### src/rtl/dmem_access_ctrl.sv
// MEM-stage data-memory access sequencer: direct and indirect (LDI/STI) dcache
// accesses, MMIO window bypass, response timeout and a saturating stall counter.
module dmem_access_ctrl #(
  parameter int                ADDR_W    = 16,
  parameter int                DATA_W    = 16,
  parameter logic [ADDR_W-1:0] MMIO_BASE = 16'hFFF6,
  parameter int                TIMEOUT   = 64,
  parameter int                CNT_W     = 32
) (
  input  logic              clk,
  input  logic              rst,
  input  logic              valid,
  input  logic [3:0]        opcode,
  input  logic [ADDR_W-1:0] addr,
  input  logic              mem_resp,
  input  logic [DATA_W-1:0] mem_rdata,
  output logic              mem_req,
  output logic              mem_we,
  output logic [ADDR_W-1:0] mem_addr,
  output logic              stall,
  output logic              mmio_sel,
  output logic [ADDR_W-1:0] mmio_addr,
  output logic              squash,
  output logic              timeout_err,
  output logic [CNT_W-1:0]  stall_cnt
);

  localparam logic [3:0] OP_LDB  = 4'b0010;
  localparam logic [3:0] OP_STB  = 4'b0011;
  localparam logic [3:0] OP_LDR  = 4'b0110;
  localparam logic [3:0] OP_STR  = 4'b0111;
  localparam logic [3:0] OP_LDI  = 4'b1010;
  localparam logic [3:0] OP_STI  = 4'b1011;
  localparam logic [3:0] OP_TRAP = 4'b1111;

  localparam int TW = (TIMEOUT > 2) ? $clog2(TIMEOUT) : 1;

  typedef enum logic [1:0] {S_IDLE, S_ACC1, S_IND, S_ACC2} state_t;

  state_t            r_state, w_next;
  logic [3:0]        r_op;
  logic [ADDR_W-1:0] r_addr;
  logic [ADDR_W-1:0] r_ptr;
  logic [TW-1:0]     r_timer;
  logic [CNT_W-1:0]  r_stall_cnt;

  logic w_in_mem, w_in_store, w_in_load, w_go, w_in_mmio;
  logic w_r_store, w_r_ind, w_ptr_mmio, w_tmo;

  assign w_in_mem   = opcode inside {OP_LDB, OP_STB, OP_LDR, OP_STR, OP_LDI, OP_STI, OP_TRAP};
  assign w_in_store = opcode inside {OP_STR, OP_STB};
  assign w_in_load  = opcode inside {OP_LDR, OP_LDB, OP_TRAP, OP_LDI};
  assign w_go       = valid && w_in_mem;
  assign w_in_mmio  = addr >= MMIO_BASE;

  // Opcode is latched at issue so later phases never depend on upstream inputs.
  assign w_r_store  = r_op inside {OP_STR, OP_STB};
  assign w_r_ind    = r_op inside {OP_LDI, OP_STI};
  assign w_ptr_mmio = r_ptr >= MMIO_BASE;
  assign w_tmo      = (TIMEOUT != 0) && (r_timer == TW'(TIMEOUT - 1)) && !mem_resp;

  always_ff @(posedge clk) begin
    if (rst) r_state <= S_IDLE;
    else     r_state <= w_next;
  end

  always_comb begin
    w_next = r_state;
    case (r_state)
      S_IDLE: if (w_go && !w_in_mmio) w_next = S_ACC1;
      S_ACC1: begin
        if (mem_resp)   w_next = w_r_ind ? S_IND : S_IDLE;
        else if (w_tmo) w_next = S_IDLE;
      end
      S_IND:  w_next = w_ptr_mmio ? S_IDLE : S_ACC2;
      S_ACC2: if (mem_resp || w_tmo) w_next = S_IDLE;
      default: w_next = S_IDLE;
    endcase
  end

  always_comb begin
    mem_req     = 1'b0;
    mem_we      = 1'b0;
    mem_addr    = '0;
    stall       = 1'b0;
    mmio_sel    = 1'b0;
    mmio_addr   = '0;
    squash      = 1'b0;
    timeout_err = 1'b0;
    if (!rst) begin
      case (r_state)
        S_IDLE: begin
          if (w_go) begin
            if (w_in_mmio) begin
              mmio_addr = addr;
              mmio_sel  = w_in_load;
            end else begin
              mem_req  = 1'b1;
              mem_addr = addr;
              mem_we   = w_in_store;
              stall    = 1'b1;
            end
          end
        end
        S_ACC1: begin
          mem_req  = 1'b1;
          mem_addr = r_addr;
          mem_we   = w_r_store;
          if (mem_resp) begin
            stall  = w_r_ind;
            squash = (r_op == OP_TRAP);
          end else if (w_tmo) begin
            timeout_err = 1'b1;
          end else begin
            stall = 1'b1;
          end
        end
        S_IND: begin
          if (w_ptr_mmio) begin
            mmio_addr = r_ptr;
            mmio_sel  = (r_op == OP_LDI);
          end else begin
            stall = 1'b1;
          end
        end
        S_ACC2: begin
          mem_req  = 1'b1;
          mem_addr = r_ptr;
          mem_we   = (r_op == OP_STI);
          if (!mem_resp) begin
            if (w_tmo) timeout_err = 1'b1;
            else       stall       = 1'b1;
          end
        end
        default: ;
      endcase
    end
  end

  always_ff @(posedge clk) begin
    if (rst) begin
      r_op        <= '0;
      r_addr      <= '0;
      r_ptr       <= '0;
      r_timer     <= '0;
      r_stall_cnt <= '0;
    end else begin
      if (r_state == S_IDLE && w_go) begin
        r_op   <= opcode;
        r_addr <= addr;
      end
      if (r_state == S_ACC1 && mem_resp) r_ptr <= mem_rdata[ADDR_W-1:0];
      if ((r_state == S_ACC1 || r_state == S_ACC2) && w_next == r_state)
        r_timer <= r_timer + 1'b1;
      else
        r_timer <= '0;
      if (stall && r_stall_cnt != '1) r_stall_cnt <= r_stall_cnt + 1'b1;
    end
  end

  assign stall_cnt = rst ? '0 : r_stall_cnt;

endmodule

### config.mk
export PLATFORM = sky130hd
export DESIGN_NAME = dmem_access_ctrl
export DESIGN_NICKNAME = d
export VERILOG_FILES = /design/src/rtl/dmem_access_ctrl.sv
export SDC_FILE = /design/constraint.sdc
export NUM_CORES = 1
export LEC_CHECK = 0
export BUFFER_PORTS_ARGS = -buffer_cell sky130_fd_sc_hd__buf_2
export CAP_MARGIN = 0
export CORE_AREA = 2 2 91 93
export DETAILED_ROUTE_END_ITERATION = 7
export DIE_AREA = 0 0 93 95
export PLACE_DENSITY = 0.8
export SYNTH_ARGS = -nofsm -noshare
export SYNTH_HDL_FRONTEND = slang
export SYNTH_SLANG_ARGS = --single-unit
### constraint.sdc
create_clock -name clk -period 2.75 [get_ports clk]
set_clock_uncertainty 0.05 [all_clocks]
set_input_delay 0.1375 -clock clk [delete_from_list [all_inputs] [get_ports clk]]
set_output_delay 0.1375 -clock clk [all_outputs]
set_load 0.005 [all_outputs]
Yosys cells after proc, flatten, opt, wreduce, memory -nomap -nowiden
Cells that the tools add are included.
- bits of input ports: 40
- flip-flop bits (word level): 76
- output and inout port bits: 70
- add/sub/neg operators: 2
- mux-type cells: 43
- bitwise gates (word level): 1
- eq/ne operators: 18
- $lt $le $gt $ge: 2
- reduce and logical (&&, ||, !) cells: 19
- operators by type and width (operator ; number):
    16-bit two-way mux ; 7
    16-bit one-hot mux with 3 select lines ; 1
    32-bit by 1-bit adder with 32-bit output (second input constant) ; 1
    16-bit >= comparator (second input constant) ; 2
    32-bit two-way mux ; 1
    32-bit != test (second input constant) ; 1
    16-bit one-hot mux with 2 select lines ; 1
    4-bit == test (second input constant) ; 6
    1-bit two-way mux ; 22
    4-bit by 2-bit == test with 1-bit output (second input constant) ; 3
    4-bit by 3-bit == test with 1-bit output (second input constant) ; 3
    2-bit two-way mux ; 6
    2-bit one-hot mux with 4 select lines ; 1
    1-bit logical AND ; 7
    7-bit nonzero test ; 1
    6-bit by 1-bit adder with 6-bit output (second input constant) ; 1
    6-bit == test (second input constant) ; 1
    2-bit nonzero test ; 3
    2-bit == test (second input constant) ; 2
    1-bit one-hot mux with 2 select lines ; 2
    1-bit one-hot mux with 4 select lines ; 1
    4-bit nonzero test ; 1
    2-bit OR reduction ; 2
    1-bit one-hot mux with 3 select lines ; 1
    6 further kinds ; 8

Logic depth before layout (Yosys ltp)
Gate-level depths: netlist of the first run.
- depth in word-level cells: 10
- depth in mapped cells: 8
- gate-level depth less buffers: 7

Worst setup path before layout of the first run
Ideal clock, no wire load.
- path kind: register to register
- start: register r_timer[0]
- end: register r_stall_cnt[22]
- path buffers: 1
- cell stages (with the launch flop): 9
- required time: 2.579 ns
- path slack: 0.544 ns
- clock period less this slack: 2.206 ns
- arrival: 2.035 ns
- path through: dfxtp_1 ha_1 and3_1 a311o_1 o221ai_2 o21ai_4 buf_6 nor4_1 mux2_2
- cells in the longest elaborated chain, start to end: 7
- RTL lines (element ; line ; source):
    start, declared ; 44 ; logic [TW-1:0] r_timer;
    start signal, assigned ; 154 ; r_timer <= r_timer + 1'b1;
    6-bit == test * ; 60 ; assign w_tmo = (TIMEOUT != 0) && (r_timer == TW'(TIMEOUT - 1)) && !mem_resp;
    1-bit logical AND * ; 60 ;
    1-bit two-way mux * ; 112, 131 ;
    1-bit two-way mux, on equally long branches ; 130, 109 ;
    1-bit one-hot mux with 4 select lines * ; 91 ; case (r_state)
    1-bit two-way mux * ; 90 ; if (!rst) begin
    1-bit logical AND * ; 157 ; if (stall && r_stall_cnt != '1) r_stall_cnt <= r_stall_cnt + 1'b1;
    end signal, assigned ; 157 ;
    end, declared ; 45 ; logic [CNT_W-1:0] r_stall_cnt;
Mark *: on every way between the ends. The rest lies on a longest branch, timed or not.
A chain may end at the register's enable or synchronous reset.

Final worst setup path of the first run
- start: register r_timer[0]
- end: register r_stall_cnt[23]
The elaborated chain is that of the path after synthesis.

==> results of run 1 <==
## worst max-delay path, stage by stage, from the launching register on
cell	delay (ns)
dfxtp_1	0.36
ha_1	0.19
and3_1	0.23
a311o_1	0.24
o221ai_2	0.16
o21ai_4	0.73
nor4_1	0.13
mux2_1	0.34
## through the flow
| step | setup WS (ns) | power (mW) | cell area, um^2 | std cells | util (%) |
|---|---|---|---|---|---|
| after floorplan | 0.544 | 1.30 | 4100 | 530 | - |
| after global placement | 0.320 | 1.37 | 4740 | 724 | 59.8 |
| after detailed placement | 0.248 | 1.38 | 4740 | 724 | 59.8 |
| after CTS | 0.123 | 2.27 | 5140 | 760 | 64.9 |
| after global routing | 0.00507 | 2.35 | 5150 | 760 | 65.0 |
| final | 0.209 | 2.26 | 5150 | 760 | 65.0 |
## power groups by stage
| stage | clock, mW | sequential, mW | combinational, mW |
|---|---|---|---|
| finish | 0.879 | 1.14 | 0.239 |
| global route | 0.943 | 1.15 | 0.263 |
| CTS | 0.894 | 1.14 | 0.235 |
| detailed placement | 0 | 1.17 | 0.212 |
| global placement | 0 | 1.17 | 0.207 |
| floorplan | 0 | 1.16 | 0.137 |
## layer usage
layer	vias up	GRT usage [%]	part of all wire (%)
met1	1978	30.7	43
met5	-	0	0
met3	33	5.51	6.4
met4	0	11.6	2.3
li1	2054	-	-
met2	148	41.7	48
## layout make-up
cell class	instances	share of cell area, %
Clock inverter	5	1.17
Sequential cell	76	29.5
Tap cell	105	2.55
Clock buffer	11	2.75
Multi-Input combinational cell	412	46.8
Inverter	10	0.729
Timing Repair Buffer	141	16.5
## path summary, 6_finish.rpt
kind              slack [ns]              end  cells after the start        from
hold reg to reg         0.41       r_timer[0]                      1  r_timer[0]
setup / recovery        0.21  r_stall_cnt[23]                      7  r_timer[0]
hold / removal         0.004        r_addr[8]                      3     addr[8]
setup reg to reg        0.21  r_stall_cnt[23]                      7  r_timer[0]
## cells in the final DEF, fill, tap and decap left out, drive strengths merged, types with 7 or more instances in the layout
cell type      n
nand3         16
nand4         16
nor2b         28
inv           11
mux2i         36
nor3          19
buf          121
o21ai          8
nor4          11
a21oi         41
nor2         121
nand2         53
or4            7
dfxtp         76
mux2          23
clkbuf        11
dlygate4sd3   20
## sequential cells by signal, indices dropped and copies added (netlist names)
| signal | flops |
|---|---|
| r_addr | 16 |
| r_timer | 6 |
| r_ptr | 16 |
| r_state | 2 |
| r_stall_cnt | 32 |
| r_op | 4 |
## what timing repair did
item,4_1_cts,5_1_grt
setup endpoints to repair,0,12
gates resized for setup,0,1
endpoints found under the hold margin,20,0
setup buffers,0,0
hold buffers,20,0
## cells by family after synthesis
| kind of cell | after synthesis | synth area share, % |
|---|---|---|
| multiplexers | 59 | 15.1 |
| AND/OR/NAND/NOR | 288 | 33.6 |
| XOR/XNOR | 6 | 1.28 |
| flip-flops | 76 | 37.1 |
| adder cells (fa/ha/maj) | 2 | 0.610 |
| AO/OA/AOI/OAI | 57 | 7.97 |
| buffers and inverters | 42 | 4.30 |
==> metrics, run 1 <==
Post-Syn Area 4100 um^2; Vias 4213; Clk Tree Root Cell clkbuf_8; Slew @ Worst Pin roughly 0.9 ns; Worst EP required slightly below 3 ns; Max Freq approximately 390 MHz; vias in the first global route 3848; top cells by count, synth nor2_1, dfxtp_1, nand2_1; number of synthesized flops with an enable pin 0; post-synthesis sequential area ratio between 30% and 40%; multi-input logic area ~2400 um^2; H-tree levels 3; ys flop type dfxtp_1; io pins 110; final worst path period need 2.54 ns; All-Layer GR Usage 24.9%; Critical Path Sink Type flip-flop; n_diodes 0; Synth area leader dfxtp_1; RSZ-0062 raised after global routing false; Synth Warn # 0; Die Height around 95 um; CTS Buf Count 9; Seq pwr share roughly half; maximum number of pins on one net before global-route repair between 60 and 70; DIE WIDTH 93 um; top post-synthesis cells by area dfxtp_1, nor2_1, mux2i_1, mux2_2, a21oi_1; Max-slew headroom between 30% and 40%; Clock Tree Buf Depth 2; Worst Hold Class input pin to flip-flop; distinct cell type count after synthesis 40; Synth top area share roughly 37%; Slew Limit Fails 0; DPL Wire Length 7.45 mm; Reg area approximately 1500 um^2; Detailed Route Iter0 Violations about 180; Sink Count 76; NetSw between 0.5 and 0.6 mW; Pint between 1.5 and 2 mW; Starting Density between 50% and 60%; syn_nets roughly 570; TritonCTS clock tree done; flops & latches, synth 76; first-pass GRT wire length between 15 and 20 mm; setup TNS 0 ns; crit path DAT 2.75 ns; layout cells sized above 1 about 25%; drt total wl 10.9 mm; Final period util approximately 90%; # DRC 0; Post-synth ARST share 0%; critical path type flip-flop to flip-flop; post-synthesis cell count 530; grt ovf 0; Clock power frac about two fifths; # setup viols final 0; filler cell count between 700 and 800; Pwr per Cell Area 439 nW/um^2; Layout area overhead 25.6%; Hold WS 0.00394 ns; P_leak 2.19 nW; DR WL/cell 14.4 um; Routed Antenna Nets 0; Clock transition at path regs about 0.080 ns; most frequent cell after synthesis nor2_1; vias per inst 5.54; total die area about 8800 um^2; Avg Inst Size Synth about 7.7 um^2; # port buffers around 110; GP Congestion 0.849; CORE AREA slightly below 8000 um^2; initial antenna violation count 0; 1st-pass router iterations 5; Switching Share 26.0%; post-layout net count 692; # rows 33; worst-path fanout max 35; status finished, final reports clean; Worst-Skew Late Latency 0.36 ns; Comb pwr share about a tenth; Max IR drop VDD between 200 and 300 uV; Hold Violations, Final 0; crit path launch type flip-flop; Max Cap Viol 0
(Power assumes the default switching activity.)
==> run 2: changes to the inputs <==
Settings changed: CORE_AREA 2 2 91 93 to 2 2 105 107, DIE_AREA 0 0 93 95 to 0 0 107 109, PLACE_DENSITY 0.8 to unset.
==> metrics, run 2 (synthesis results as in run 1) <==
CTS Buf Count 9 (unchanged); Inst Count DP 760 (+5.0%); Layout area overhead 26.0%; Hold Violations, Final 0 (unchanged); Max Freq 398 MHz (+1.2%); initial antenna violation count 0 (unchanged); max incr delay on CP 0.41 ns (-0.32 ns); H-tree levels 3 (unchanged); Max IR drop VDD 306 uV (+16%); # rows 38 (+15%); grt ovf 0 (unchanged); post-layout net count 691 (-0.14%); crit path launch type flip-flop; Vias 4064 (-3.5%); DPL Wire Length 7.82 mm (+5.1%); Clock transition at path regs 0.08 ns (about the same); maximum number of pins on one net before global-route repair 41 (-38%); 1st-pass router iterations 4 (-1); crit path DAT 2.70 ns (-0.05 ns); io pins 110 (unchanged); Pint 1.72 mW (+3.0%); GP Congestion 0.822 (-3.1%); Clock power frac 39.8% (+0.9 points); max reg flops 32 (unchanged); Sink Count 76 (unchanged); ordered cell list for the critical path ha_1 > and3_1 > a311o_1 > o221ai_2 > o21ai_2 > nor4_1 > mux2_2; critical path type flip-flop to flip-flop; Clk Tree Root Cell clkbuf_8; drt total wl 11.1 mm (+1.5%); DR WL/cell 14.0 um (-2.7%); layout cells sized above 1 26.0% (+0.54 points); Clock Tree Buf Depth 2 (unchanged); Critical Path Sink Type flip-flop; leading cell type in the layout, fill and taps excluded nor2_1; first-pass GRT wire length 17.8 mm (+0.70%); All-Layer GR Usage 19.1% (-5.9 points); Worst EP required 2.94 ns (about the same); Starting Density 38.7% (-13 points); slowest CP cell a311o_1; Worst Hold Class input pin to flip-flop; # setup viols final 0 (unchanged); Worst Hold Path Cells 3 (unchanged); Slew Limit Fails 0 (unchanged); Seq pwr share 49.9% (-0.7 points); NetSw 0.571 mW (-3.0%); DIE WIDTH 107 um (+15%); Worst-Skew Late Latency 0.35 ns (about the same); TritonCTS clock tree done; Detailed Route Iter0 Violations 212 (+17%); Crit Reg-Reg Endpoint r_stall_cnt[16]; n_diodes 0 (unchanged); Post-CTS Setup Inserts 0 (unchanged); vias in the first global route 3678 (-4.4%); Pwr per Cell Area 444 nW/um^2 (+1.1%); Final period util 91.3% (-1.1 points); Die Height 109 um (+15%); worst reg-to-reg path cell count 7 (unchanged); total die area 11700 um^2 (+32%); # port buffers 109 (unchanged); Worst Hold Endpoint r_addr[12]; Comb pwr share 10.3% (-0.3 points); P_leak 2.18 nW (about the same); Routed Antenna Nets 0 (unchanged); leading registers by flop count r_stall_cnt x32, r_addr x16, r_ptr x16; hold_sp addr[12]; # DRC 0 (unchanged); setup TNS 0 ns (unchanged); worst-path fanout max 17 (-51%); CORE AREA 10600 um^2 (+34%); final worst path period need 2.51 ns (-0.0297 ns); Max Cap Viol 0 (unchanged); final std cells w/o fill 793 (+4.3%); critical register-to-register path startpoint r_timer[0]; RSZ-0062 raised after global routing false; commonest non-fill, non-tap cells in the layout nor2_1, buf_2, dfxtp_1, nand2_1, a21oi_1; status finished, final reports clean; Max-slew headroom 50.5% (+11 points); Slew @ Worst Pin 0.743 ns (-0.157 ns); vias per inst 5.12 (-7.6%); Reg2Reg Setup Slack 0.24 ns (+0.03 ns); Biggest register r_stall_cnt; Switching Share 24.9% (-1.1 points)
run 2: routing by layer:
metal | routed length, um | track usage [%] | up-vias
met5 | 0 | 0 | -
met4 | 107 | 6.86 | 0
met3 | 677 | 3.77 | 8
met2 | 5110 | 30.8 | 118
met1 | 5180 | 25.4 | 1883
li1 | - | - | 2055
run 2: final cells by class:
class	instances	area, um^2
clock buffer	9	124
clock inverter	6	80.1
fill	1066	5440
inverter	10	37.5
multi-input combinational	413	2410
sequential	76	1520
tap	140	175
timing repair buffer	139	816
run 2: metrics by stage:
step | total power [mW] | utilization (%) | hold slack (ns) | setup WS (ns) | instance area (um^2)
2_1_floorplan | 1.30 | - | 0.223 | 0.544 | 4100
3_3_place_gp | 1.38 | 45.1 | 0.330 | 0.151 | 4780
3_5_place_dp | 1.38 | 45.1 | 0.336 | 0.187 | 4780
4_1_cts | 2.31 | 48.6 | 0.00628 | 0.146 | 5150
5_1_grt | 2.40 | 48.7 | 0.00856 | 0.0911 | 5170
6_report | 2.29 | 48.7 | 0.0167 | 0.239 | 5170
run 2: critical path, delay by kind of cell (launching register included):
| family | cells | cell delay, ns |
|---|---|---|
| compound gates | 3 | 0.89 |
| mux | 1 | 0.37 |
| flops | 1 | 0.33 |
| simple gates | 2 | 0.56 |
| fa+ha+maj | 1 | 0.21 |
run 2: worst max path at each step:
| stage | start | to | slack [ns] | cells after the start |
|---|---|---|---|---|
| floorplan | r_timer[0] | r_stall_cnt[22] | 0.54 | 8 |
| global placement | r_ptr[15] | r_stall_cnt[23] | 0.15 | 7 |
| detailed placement | r_ptr[15] | r_stall_cnt[23] | 0.19 | 7 |
| CTS | r_ptr[15] | mmio_addr[11] | 0.15 | 7 |
| global route | r_timer[0] | r_stall_cnt[16] | 0.09 | 7 |
| finish | r_timer[0] | r_stall_cnt[16] | 0.24 | 7 |
run 2: power by group through the flow:
stage               clock (mW)  sequential, mW  combinational (mW)
floorplan                    0            1.16               0.137
global placement             0            1.17               0.212
detailed placement           0            1.17               0.214
CTS                      0.936            1.14               0.233
global route             0.994            1.15               0.263
finish                   0.913            1.14               0.236
run 2: timing repair:
| action | CTS | global route |
|---|---|---|
| hold endpoints to repair | 17 | 0 |
| hold buffers | 17 | 0 |
| endpoints found under the setup margin | 0 | 16 |
| gates resized for setup | 0 | 1 |
